===== src/rtl/pcm_clk_gen.sv =====
// PCM/I2S clock generator: divides CLK (qualified by EN_CLK) into a bit clock
// with edge strobes, plus a word-select clock and bit index within each slot.
module pcm_clk_gen #(
    parameter int CNT_W       = 8,
    parameter int DIV_DEFAULT = 50,
    parameter int FRAME_BITS  = 32,
    parameter int SLOT_W      = 6
) (
    input  logic              CLK,
    input  logic              RESET,
    input  logic              EN_CLK,
    input  logic              DIV_LOAD,
    input  logic [CNT_W-1:0]  DIV_IN,
    output logic              BCLK,
    output logic              BCLK_RISE,
    output logic              BCLK_FALL,
    output logic              LRCLK,
    output logic [SLOT_W-1:0] BIT_IDX,
    output logic              FRAME_START
);

    localparam logic [CNT_W-1:0]  DIV_RST  = (DIV_DEFAULT < 1) ? CNT_W'(1) : CNT_W'(DIV_DEFAULT);
    localparam logic [SLOT_W-1:0] LAST_BIT = SLOT_W'(FRAME_BITS - 1);

    logic [CNT_W-1:0] count;
    logic [CNT_W-1:0] div_r;
    logic [CNT_W-1:0] pend_val;
    logic             pend_valid;

    logic             toggle;
    logic             fall;
    logic             last_bit;
    logic [CNT_W-1:0] div_in_eff;

    always_comb begin
        toggle     = EN_CLK && (count == div_r);
        fall       = toggle && BCLK;
        last_bit   = (BIT_IDX == LAST_BIT);
        div_in_eff = (DIV_IN == '0) ? CNT_W'(1) : DIV_IN;
    end

    // Divider counter and bit clock; a toggle cycle is also the only point
    // where the divisor may change, so every half-period is whole.
    always_ff @(posedge CLK) begin
        if (RESET) begin
            count     <= CNT_W'(1);
            BCLK      <= 1'b0;
            BCLK_RISE <= 1'b0;
            BCLK_FALL <= 1'b0;
        end else begin
            BCLK_RISE <= toggle && !BCLK;
            BCLK_FALL <= fall;
            if (toggle) begin
                count <= CNT_W'(1);
                BCLK  <= !BCLK;
            end else if (EN_CLK) begin
                count <= count + CNT_W'(1);
            end
        end
    end

    // Divisor update: a load landing on a toggle cycle bypasses the pending
    // register; otherwise the last load waits for the next toggle.
    always_ff @(posedge CLK) begin
        if (RESET) begin
            div_r      <= DIV_RST;
            pend_val   <= '0;
            pend_valid <= 1'b0;
        end else if (DIV_LOAD) begin
            if (toggle) begin
                div_r      <= div_in_eff;
                pend_valid <= 1'b0;
            end else begin
                pend_val   <= div_in_eff;
                pend_valid <= 1'b1;
            end
        end else if (toggle && pend_valid) begin
            div_r      <= pend_val;
            pend_valid <= 1'b0;
        end
    end

    // Slot tracking advances on BCLK falling edges.
    always_ff @(posedge CLK) begin
        if (RESET) begin
            LRCLK       <= 1'b0;
            BIT_IDX     <= '0;
            FRAME_START <= 1'b0;
        end else begin
            FRAME_START <= fall && last_bit && LRCLK;
            if (fall) begin
                if (last_bit) begin
                    BIT_IDX <= '0;
                    LRCLK   <= !LRCLK;
                end else begin
                    BIT_IDX <= BIT_IDX + SLOT_W'(1);
                end
            end
        end
    end

endmodule


===== config.mk =====
export PLATFORM = sky130hd
export DESIGN_NAME = pcm_clk_gen
export DESIGN_NICKNAME = d
export VERILOG_FILES = /design/src/rtl/pcm_clk_gen.sv
export SDC_FILE = /design/constraint.sdc
export NUM_CORES = 1
export LEC_CHECK = 0
export CAP_MARGIN = 10
export CORE_ASPECT_RATIO = 1.4
export CORE_MARGIN = 10
export CORE_UTILIZATION = 59
export DETAILED_ROUTE_END_ITERATION = 12
export HOLD_SLACK_MARGIN = 0.1
export PLACE_DENSITY = 0.84
export SLEW_MARGIN = 0
export SYNTH_ARGS = -nofsm -noshare
export SYNTH_HDL_FRONTEND = slang
export SYNTH_SLANG_ARGS = --single-unit

===== constraint.sdc =====
create_clock -name CLK -period 3.8 [get_ports CLK]
set_input_delay 0.57 -clock CLK [delete_from_list [all_inputs] [get_ports CLK]]
set_output_delay 0.57 -clock CLK [all_outputs]
set_load 0.005 [all_outputs]

Yosys cells after proc, flatten, opt, wreduce, memory -nomap -nowiden
Index checks and enable logic that the tools add are counted.

Input bits: 12. Register bits: 36. Output and inout port bits: 11.

Mux-type cells: 8. Add/subtract/negate cells: 2. Reduce and logical (&&, ||, !) cells: 14. Equality and inequality tests: 3. Bitwise logic cells: 1.

Operators by type and width (count): 8-bit 2-to-1 mux (4); 8-bit by 1-bit adder with 8-bit output (second input constant) (1); 8-bit equality test (1); 8-bit zero test (1); 6-bit by 1-bit adder with 6-bit output (second input constant) (1); 6-bit by 5-bit equality test with 1-bit output (second input constant) (1); 1-bit logical AND (6); 6-bit 2-to-1 mux (1); 2-bit AND reduction (3); 1-bit 2-to-1 mux (3); 1-bit zero test (2); 2-bit by 1-bit inequality test with 1-bit output (second input constant) (1); 2-bit nonzero test (1); 2-bit OR reduction (1); 1-bit inverter (1).

Longest topological paths before layout
Gate-level depths: netlist of run 1.

Depth in word-level cells: 5. Depth in mapped cells: 6. Gate-level depth less buffers: 5.

Least setup slack after synthesis of run 1
OpenSTA, ideal clock, no wires.

Path kind: in2reg. From: input EN_CLK. To: register div_r[0]. Buffers on the path: 2. Arrival time: 1657 ps. Slack: 2023 ps. Cell stages on the path: 5. Cell sequence: buf_2 -> nand2_1 -> or4_1 -> buf_4 -> mux2i_1.

Word-level cells in the longest chain between the ends: 4. Elaborated cells between the ends (all ways): 5. Classes of those cells: eq/ne (1); reduce/logical (4).

Ends and longest elaborated chain: from (decl) (RTL line 11) `input logic EN_CLK,`; 1-bit logical AND (*) (RTL line 36) `toggle = EN_CLK && (count == div_r);`; 1-bit logical AND (RTL line 77) `end else if (toggle && pend_valid) begin`; 2-bit nonzero test (no source line); 2-bit AND reduction (no source line) (*); to (signal assigned) (RTL line 71) `div_r <= div_in_eff;`; to (signal assigned) (RTL line 78) `div_r <= pend_val;`; to (decl) (RTL line 26) `logic [CNT_W-1:0] div_r;`.

Mark *: on every way between the ends. The rest lies on a longest branch, timed or not. A chain may end at the register's enable or synchronous reset.

Worst setup path after layout of run 1
From: input EN_CLK. To: register div_r[1].

The elaborated chain is that of the path after synthesis.

==> summary by stage, run 1 <==
Floorplanning
The core area is 3150 um^2. The die boundary height is 88.0 um. The floorplan step set the die width to 68.6 um. The initial utilization of the core area, before any placement, comes to 61.8%. The initialized floorplan defines 24 standard-cell rows. 23 I/O pins were placed. The die area is 6030 um^2.

CTS
Clock tree synthesis inserted a total of 5 buffers. Gates resized during post-CTS repair numbered 0. Clock latency on the worst-skew pair, taken at its later pin, is 0.30 ns.

The root buffer cell chosen for the clock tree is clkbuf_8. The hold buffer count at CTS is 0. CTS saw 36 sinks. The total setup buffers inserted after CTS is 0. The CTS H-tree depth is 2.

The clock tree from TritonCTS is done. The deepest clock path buffer count is 2. After clock tree synthesis, the clock-pin slew on the worst setup and hold paths is 0.08 ns.

Timing
Setup repair after global routing left no endpoint under its margin. Derived from the worst setup path, the maximum achievable clock frequency is 390 MHz. The worst path uses 67.5% of the clock period. Across the routed clock network, the largest skew measured is 0.00894 ns. The worst pin sits at a relative slew slack of 49.1%. At the pin with the least slew margin, the transition time is 0.763 ns.

The smallest clock period supported by the final layout is computed as 2.57 ns. The number of failing setup endpoints in the final timing report is 0. The count of pins over their slew limit came to 0. The total negative slack for setup checks is 0 ns.

The number of hold violations in the final report is 0.

Synth
The largest area contributor in the synthesized netlist is dfxtp_1. The number of flops mapped to enable cells by yosys is 0. The post-synthesis cell type count is 42.

The area share of the largest cell type after synthesis is 37.0%. The net count after synthesis is 239. The parity-gate share of the synthesized area counting xor and xnor cells is 9.83%. After synthesis, the cell types taking the most area are dfxtp_1, xnor2_2, mux2i_1, nand2_1, nor2_1.

In the synthesized netlist, the cells that appear most often are dfxtp_1, nand2_1, nor2_1. The fraction of the mapped netlist area in adder cells is 1.28%. A synthesized cell averages 8.66 um^2. The synthesized netlist devotes 27.0% of its cell area to simple gates. Of the synthesized area, sequential elements account for 37.0%.

The synthesized design contains 36 register bits. Of all flip-flops after synthesis, the portion carrying an async set or reset was 0%. The fraction of the mapped netlist area in compound gates is 13.2%. Yosys printed 0 warnings. In this run the cell area of the synthesized design comes to 1950 um^2. After synthesis, the largest family of logic cells by area is simple AND/OR/NAND/NOR gates. The multiplexer fraction of the synthesized cell area is 7.96%. Synthesis handed over a netlist of 225 instances. The most frequent cell after synthesis is dfxtp_1.

In the synthesized netlist the dominant register cell turns out to be dfxtp_1.

Outcome
The flow ran to the end, and the final reports show no timing, DRC or antenna violations.

Finish
The layout-stage area growth over the synthesis result is 19.2%. The area used by multi-input combinational logic is 1150 um^2. The number of inserted diodes is 0.

Summing all flip-flop and latch instances after layout gives 721 um^2. The number of filler cells placed in the layout is 251. The final net count is 254. Cells with a size suffix above 1 make up 9.96% of the layout.

Route
Detailed routing inserted a total of 1677 vias. The number of nets with antenna violations after routing is 0. The residual DRC count is 0. The number of optimization iterations in the first detailed-route pass is 4. The routed wire length is 4610 um. The detail-routed net length per standard cell is 16.4 um. The via density per instance is 5.99. The detailed router finished its first iteration with 78 violations.

Critical path
STA puts the critical path data required time at 4.00 ns. The maximum fanout count along the critical path is 15. The setup path with the least slack is of type in -> reg.

Walking the worst path, the cells encountered are clkdlybuf4s50_1 > nand2_1 > or4_1 > mux2i_1. The worst setup path is launched from an input pin. On the critical path, the stage with the largest delay is an instance of or4_1. On the worst path, the slowest cell contributes a delay of 0.85 ns. Data on the critical path arrives at its endpoint at 2.77 ns. The worst setup path is captured at a flip-flop.

The cell family contributing the most delay on the critical path is simple AND/OR/NAND/NOR gates. The number of buffers and inverters on the critical path is 1.

Placed design
During placement, the flow inserted port buffers numbering 22. The final weighted congestion in routability-driven placement is 0.777. The total half-perimeter wirelength after legalization and detailed placement is 3150 um.

Global route
The overall global routing resource usage is 16.9%. The number of global-route vias before repair is 1694. The number of antenna violations at the first check in global routing is 0. The pin count of the biggest net entering global routing is 35. The total overflow reported by the global router is 0. The wire length of the first global-routing pass is 7890 um.

Pwr
In this run the power density over the cells is 409 nW/um^2. Summed over all cells, the static leakage comes to 0.905 nW. The worst supply voltage drop on vdd is 0.343 mV. The completed layout was analyzed and its total power is 0.949 mW.

Hold path
The path class of the lowest-slack min-delay path is reg -> reg.

Run
Across the run, the number of max-cap violations was 0.
[routing by layer]
metal  share of wire (%)  track usage [%]
met5                   0                0
met3                 4.3             4.35
met1                  40             19.1
met2                  54             29.2
met4                 1.3             6.24
[placed cells by master (no fill, tap or decap), drive strengths merged, types with 2 or more instances in the layout]
cell type	instances
a21o	3
a21oi	6
a2bb2oi	3
and3	6
bufinv	3
clkbuf	5
clkdlybuf4s50	22
dfxtp	36
ha	2
inv	3
mux2	4
mux2i	11
nand2	29
nand2b	7
nand3	3
nand4	8
nor2	29
nor2b	3
nor3	3
nor3b	2
nor4	6
o21ai	7
o311ai	8
o31ai	2
or3	3
or4	2
xnor2	12
xor2	3
[power breakdown]
group	internal, mW	switching [mW]	total [mW]	leakage, nW
Sequential	0.389	0.0113	0.401	0.293
Clock	0.328	0.140	0.468	0.0784
Combinational	0.0383	0.0416	0.0799	0.533
[per-stage QoR]
stage          util, %  hold WS (ns)  setup WS (ns)  instance area, um^2  std cells
6_report          73.7         0.462           1.23                 2320        280
5_1_grt           73.7         0.490           1.13                 2320        280
4_1_cts           73.7         0.462           1.26                 2320        280
3_5_place_dp      68.6         0.454          0.992                 2160        272
3_3_place_gp      68.6         0.449           1.10                 2160        272
2_1_floorplan        -         0.435           2.02                 1950        225
[registers in the layout, summed over array words and instances, names as in the netlist]
signal and count:
count 8, div_r 8, pend_val 8, BIT_IDX 6
BCLK 1, BCLK_FALL 1, BCLK_RISE 1, FRAME_START 1
LRCLK 1, pend_valid 1
[kinds of logic after synthesis]
group | after synthesis
XOR/XNOR | 15
AND/OR/NAND/NOR | 104
AO/OA/AOI/OAI | 35
flip-flops | 36
adder cells (fa/ha/maj) | 2
multiplexers | 15
buffers and inverters | 18
[worst min-delay path: cells and delay by family, from the launching register on]
| family | cells | cell delay (ns) |
|---|---|---|
| DFF | 1 | 0.33 |
| and+or+nand+nor | 2 | 0.10 |
[area by class of cell]
cell class	instances	share of cell area, %
Inverter	3	0.485
Clock inverter	3	3.88
Timing Repair Buffer	23	9.81
Sequential cell	36	31.0
Clock buffer	5	2.96
Tap cell	39	2.10
Multi-Input combinational cell	171	49.7
[path summary, 6_finish.rpt]
path                                             from                     end  slack (ns)  cells after the start
worst max-delay path                           EN_CLK   div_r[1]$_SDFFE_PP1P_        1.23                      4
worst min-delay path               LRCLK$_SDFFE_PP0P_  FRAME_START$_SDFF_PP0_        0.46                      2
worst max register to register  count[2]$_SDFFE_PP0P_   div_r[1]$_SDFFE_PP1P_        1.35                      4
worst min register to register     LRCLK$_SDFFE_PP0P_  FRAME_START$_SDFF_PP0_        0.46                      2
Note: power is estimated with default switching activity, not from simulation.
==> inputs of run 2 (changes only) <==
--- a/config.mk
+++ b/config.mk
@@ -8,10 +8,10 @@
 export CAP_MARGIN = 10
 export CORE_ASPECT_RATIO = 1.4
 export CORE_MARGIN = 10
-export CORE_UTILIZATION = 59
+export CORE_UTILIZATION = 55
 export DETAILED_ROUTE_END_ITERATION = 12
 export HOLD_SLACK_MARGIN = 0.1
-export PLACE_DENSITY = 0.84
+export PLACE_DENSITY = 0.79
 export SLEW_MARGIN = 0
 export SYNTH_ARGS = -nofsm -noshare
 export SYNTH_HDL_FRONTEND = slang
==> constraint.sdc (replaced) <==
create_clock -name CLK -period 2.5 [get_ports CLK]
set_input_delay 0.375 -clock CLK [delete_from_list [all_inputs] [get_ports CLK]]
set_output_delay 0.375 -clock CLK [all_outputs]
set_load 0.005 [all_outputs]
==> run 2 against run 1 <==
  * Critical path depth stayed put
  * First-iteration DRC count is 13% higher
  * Sequential share of layout area is 0.20 points higher
  * Utilization is 6.0 points lower
  * Critical endpoint is now div_r[4]$_SDFFE_PP1P_
  * Critical path type is now reg -> reg
==> summary by stage, run 2 (synthesis results as in run 1) <==
Timing
The count of pins over their slew limit is 0. The minimum period implied by the final worst setup slack is 2.07 ns. The number of hold violations in the final report came to 0. The part of the cycle the worst path needs is 83.0%.

At the pin with the least slew margin, the transition time is 0.459 ns. The worst-case clock skew is 0.00245 ns. The number of failing setup endpoints in the final timing report is 0. The total negative slack for setup checks is 0 ns. Headroom to the max-slew limit came out at 69.4%. Setup repair after global routing left no endpoint under its margin. Derived from the worst setup path, the maximum achievable clock frequency is 482 MHz.

The final critical-path setup slack is 0.426 ns.

Floorplanning
The die boundary height is 90.4 um. 23 I/O pins were placed. The die covers 6360 um^2. The row count is 25. The initial cell density of the core is 57.1%. The floorplan step defined a core boundary enclosing 3410 um^2.

The floorplan step set the die width to 70.3 um.

CTS
The deepest clock path buffer count is 2. Clock-pin slew was measured on the worst setup and hold paths at 0.07 ns. In this run, post-CTS repair resized a total of 0 instances. Buffers added to address setup during post-CTS repair amount to 0. The library cell used as clock root buffer is clkbuf_8. Hold repair after CTS inserted 0 buffers. The number of CTS-inserted buffers is 5. The clock reaches the later pin of the worst-skew pair after 0.28 ns. The clock tree from TritonCTS is done. In this run the number of H-tree levels came out at 2. The clock sink count is 36.

Placed design
The setup slack after placement is 0.450 ns. Input and output buffers added on the ports amount to 22. The congestion estimate from routability-driven global placement came to 0.901. Summed over all nets, the half-perimeter wirelength after detailed placement is 3330 um. After detailed placement, the total cell area comes to 2220 um^2.

Critical path
The data arrival time of the worst path is 2.23 ns. The data required time of the worst path is 2.65 ns. The critical path startpoint category is a flip-flop.

The worst setup path is captured at a flip-flop. The number of cells on the worst reg-to-reg path is 4. Along the worst path, the maximum fanout reaches 12. The kind of critical path is reg -> reg.

Route
The number of optimization iterations in the first detailed-route pass is 4. The total number of vias is 1699. The residual DRC count is 0.

The count of routing violations after the opening detailed-route iteration is 88. The routed design has 4670 um of wire. The detail-routed net length per standard cell is 16.2 um. The via density per instance is 5.90. Once detail routing completed, the nets flagged for antenna violations numbered 0.

Finish
Relative to the synthesized area, the layout overhead comes to 18.4%. In the layout the commonest cells are dfxtp_1, nand2_1, nor2_1. The largest registers in the layout are count x8, div_r x8, pend_val x8.

The cell area after layout is 2310 um^2. The library cell used most frequently in the layout, excluding fill and tap cells, is dfxtp_1. The share of cells above drive strength 1 is 11.7%. The share of the core filled with cells is 67.7%. The filler cells instantiated in the layout total 282.

The number of inserted diodes is 0. The net count of the finished layout is 261.

Hold path
The number of cells on the worst hold path is 2. The path class of the lowest-slack min-delay path is reg -> reg.

Global route
Entering global routing, the biggest net connects 34 pins. The number of global-route vias before repair is 1597. The number of antenna violations at the first check in global routing is 0.

In the global route stage, overall resource usage came out at 14.4%. The wire length of the first global-routing pass is 7620 um. The total overflow reported by the global router is 0.

Pwr
The worst supply voltage drop on vdd is 0.420 mV. The leakage dissipation is 0.905 nW. The total power is 1.16 mW. The power density relative to cell area is 501 nW/um^2.

Run
Max-cap violations in this run came to 0.

Outcome
The run finished with clean final reports.
run 2: changes by cell type in the layout (fill, tap and decap cells not counted):
cell / change
buf_4: +7
bufinv_16: -3
clkbuf_1: +2
clkbuf_8: +1
run 2: path summary, 6_finish.rpt:
path | slack, ns | startpoint | to
worst max-delay path | 0.43 | count[2]$_SDFFE_PP0P_ | div_r[4]$_SDFFE_PP1P_
worst min register to register | 0.47 | pend_valid$_SDFFE_PP0P_ | pend_valid$_SDFFE_PP0P_
worst min-delay path | 0.47 | pend_valid$_SDFFE_PP0P_ | pend_valid$_SDFFE_PP0P_
worst max register to register | 0.43 | count[2]$_SDFFE_PP0P_ | div_r[4]$_SDFFE_PP1P_
run 2: worst max-delay path: stages, from the launching register on:
cell and delay [ns]:
dfxtp_1 0.48, xnor2_2 0.16, nand4_2 0.34, or4_1 0.76, mux2i_1 0.20
run 2: metal layers:
metal	GRT usage [%]	vias to the layer above	part of all wire (%)
met5	0	-	0
met4	5.45	0	0.51
met3	3.08	3	5.5
met2	25.0	54	52
met1	16.4	803	42
li1	-	839	-
run 2: power by group:
group          switching, mW  internal (mW)
Sequential            0.0167          0.592
Combinational         0.0647         0.0645
Clock                  0.194          0.225
Total                  0.275          0.881
run 2: metrics by stage:
| stage | std cells | hold slack, ns |
|---|---|---|
| final | 288 | 0.472 |
| after global routing | 288 | 0.503 |
| after CTS | 288 | 0.477 |
| after detailed placement | 280 | 0.460 |
| after global placement | 280 | 0.458 |
| after floorplan | 225 | 0.435 |
run 2: layout make-up:
cell class	count	area (um^2)	area share, %
repair buffers	30	280	12.1
flip-flops and latches	36	721	31.2
well taps	40	50.0	2.17
inverters	3	11.3	0.488
multi-input cells	171	1150	50.1
clock buffers	8	90.1	3.90
==> inputs of run 3 (changes only) <==
==> constraint.sdc (replaced) <==
create_clock -name CLK -period 2.1 [get_ports CLK]
set_input_delay 0.315 -clock CLK [delete_from_list [all_inputs] [get_ports CLK]]
set_output_delay 0.315 -clock CLK [all_outputs]
set_load 0.005 [all_outputs]
==> run 3 against run 2 <==
  * Sequential share of layout area shrank 0.24 points
  * Die area is the same
  * Flip-flop and latch count is the same
  * Critical path type unchanged
  * First-iteration DRC count shrank 30%
  * Critical endpoint is now BIT_IDX[4]$_SDFFE_PP0N_
  * Critical path depth grew 1
  * Non-clock buffer count grew 4
  * Hold slack gained 0.0031 ns
  * Register-to-register slack lost 0.14 ns
  * Total power grew 16%
  * Final cell count grew 1.0%
  * Wire length shrank 4.7%
  * Global-route usage shrank 0.22 points
==> summary by stage, run 3 (synthesis results as in run 1) <==
CTS
The H-tree generated during clock tree synthesis spans 2 levels. The tree is rooted in a clkbuf_8. The deepest clock path buffer count is 2. Hold repair after CTS inserted 0 buffers.

TritonCTS built the clock tree. The number of CTS-inserted buffers is 5. The post-cts repair resize count is 0. Buffers added to address setup during post-CTS repair amount to 0. The clock latency at the later pin of the worst-skew pair is 0.29 ns. Clock tree synthesis found a total of 36 sinks.

The clock transition at the register clock pins on the worst setup and hold paths after CTS is 0.07 ns.

Floorplanning
Measured along the y axis, the die boundary spans 90.4 um. Measured along the x axis, the die boundary spans 70.3 um. The count of pins on the block boundary is 23. The core area is 3410 um^2. The row count is 25.

For this configuration, the core starts out at a cell density of 57.1%. The floorplan step defined a die boundary enclosing 6360 um^2.

Timing
The fmax is 550 MHz. In the finished design, the share of the clock period the worst path needs comes to 86.6%. Across all hold checks on the routed design, the worst slack comes to 0.475 ns. The number of failing setup endpoints in the final timing report is 0. The worst-case clock skew is 0.00824 ns.

Setup slack closes at 0.281 ns. For the finished layout, the period the worst path requires is 1.82 ns. Setup repair after global routing left no endpoint under its margin. Measured against its own limit, the worst slew margin works out to 70.7%.

The total negative slack for setup checks is 0 ns. The number of hold violations in the final report came to 0. For the pin with the worst max-slew slack, the measured transition is 0.439 ns. The count of pins over their slew limit was 0.

Placed design
OpenSTA, run right after detailed placement, puts the worst setup slack at 0.0619 ns. The number of buffers inserted by port buffering is 22. The number of placed instances, taps included, is 284.

Once detailed placement completed, the half-perimeter wirelength came to 3240 um. The final weighted congestion in routability-driven placement is 0.871.

Critical path
The maximum fanout count along the critical path is 22. The family with the most delay on the worst path is flip-flops. The kind of critical path is reg -> reg. STA puts the critical path data required time at 2.28 ns. The cell type of the slowest stage on the worst timing path is dfxtp_1. STA classifies the critical path startpoint as a flip-flop. Traced cell by cell, the critical path runs through xnor2_2 > nand4_2 > buf_4 > nor4_1 > mux2_2. On the worst path, the slowest cell contributes a delay of 0.46 ns. The worst setup path is captured at a flip-flop.

STA puts the critical path data arrival time at 2.00 ns. The worst path buffer plus inverter count is 1.

Route
The count of routing violations after the opening detailed-route iteration is 62. After detailed routing, the number of vias per cell comes to 5.83. Summed over all layers, the routed wires come to 4450 um. The number of nets with antenna violations after routing is 0. For this run, the detailed router's first-pass iteration total came to 5. The residual DRC count is 0.

In the final routed layout, each cell accounts on average for 15.3 um. The routed layout has 1697 vias.

Global route
The number of antenna violations at the first check in global routing came to 0. Global routing used 14.1% of the available tracks across all layers. The first global-routing pass estimated 7710 um of wire.

The number of global-route vias before repair was 1698. The total overflow reported by the global router is 0. The pin count of the biggest net entering global routing is 28.

Run
Across the run, the number of max-cap violations was 0.

Finish
Once layout is complete, the cells apart from fillers number 291. Relative to the synthesized area, the layout overhead comes to 19.3%. The number of inserted diodes is 0. In the final layout, the share of cells above drive strength 1 is 13.1%. The most frequent standard cell in the layout excluding fill and tap cells is dfxtp_1. The final layout contains 265 nets. The area used by multi-input combinational logic is 1150 um^2.

The largest registers in the layout are count x8, div_r x8, pend_val x8. The number of filler cells placed in the layout is 278. In the layout the commonest cells are dfxtp_1, nand2_1, nor2_1.

In the final layout, flip-flops and latches occupy 721 um^2.

Pwr
The worst supply voltage drop on vdd is 0.508 mV. For this design the static power due to leakage is 0.919 nW. The total power is 1.35 mW.

In this run the power density over the cells is 579 nW/um^2.

Hold path
The path class of the tightest hold or removal check is reg -> reg.

Outcome
The run finished with clean final reports.
==> run 3: final timing paths <==
| kind | start | end | slack [ns] | cells past startpoint |
|---|---|---|---|---|
| max | count[2]$_SDFFE_PP0P_ | BIT_IDX[4]$_SDFFE_PP0N_ | 0.28 | 5 |
| min | LRCLK$_SDFFE_PP0P_ | FRAME_START$_SDFF_PP0_ | 0.48 | 2 |
| max reg2reg | count[2]$_SDFFE_PP0P_ | BIT_IDX[4]$_SDFFE_PP0N_ | 0.28 | 5 |
| min reg2reg | LRCLK$_SDFFE_PP0P_ | FRAME_START$_SDFF_PP0_ | 0.48 | 2 |
==> run 3: power by group <==
group	internal, mW	switching [mW]
clock network	0.226	0.238
logic	0.0812	0.0775
registers	0.705	0.0183
==> run 3: metal layers <==
metal / global-route usage [%] / vias up / part of all wire, %
li1: - / 848 / -
met1: 16.5 / 815 / 45
met2: 24.2 / 30 / 51
met3: 4.07 / 4 / 3.3
met5: 0 / - / 0
met4: 3.80 / 0 / 1.3
==> run 3: metrics by stage <==
step / util [%] / cell area (um^2)
finish: 68.2 / 2320
global route: 68.2 / 2320
CTS: 68.2 / 2320
detailed placement: 65.9 / 2250
global placement: 65.9 / 2250
floorplan: - / 1950
==> run 3: final cells by class <==
type / instances / share of cell area [%]
multi-input combinational: 171 / 49.7
clock buffer: 6 / 3.12
sequential: 36 / 31.0
inverter: 3 / 0.484
tap: 40 / 2.15
clock inverter: 1 / 0.215
timing repair buffer: 34 / 13.3
==> run 3: tightest hold or removal path: cells and delay by family (launching register included) <==
| kind | cells | cell delay [ns] |
|---|---|---|
| flops | 1 | 0.34 |
| simple gates | 2 | 0.10 |
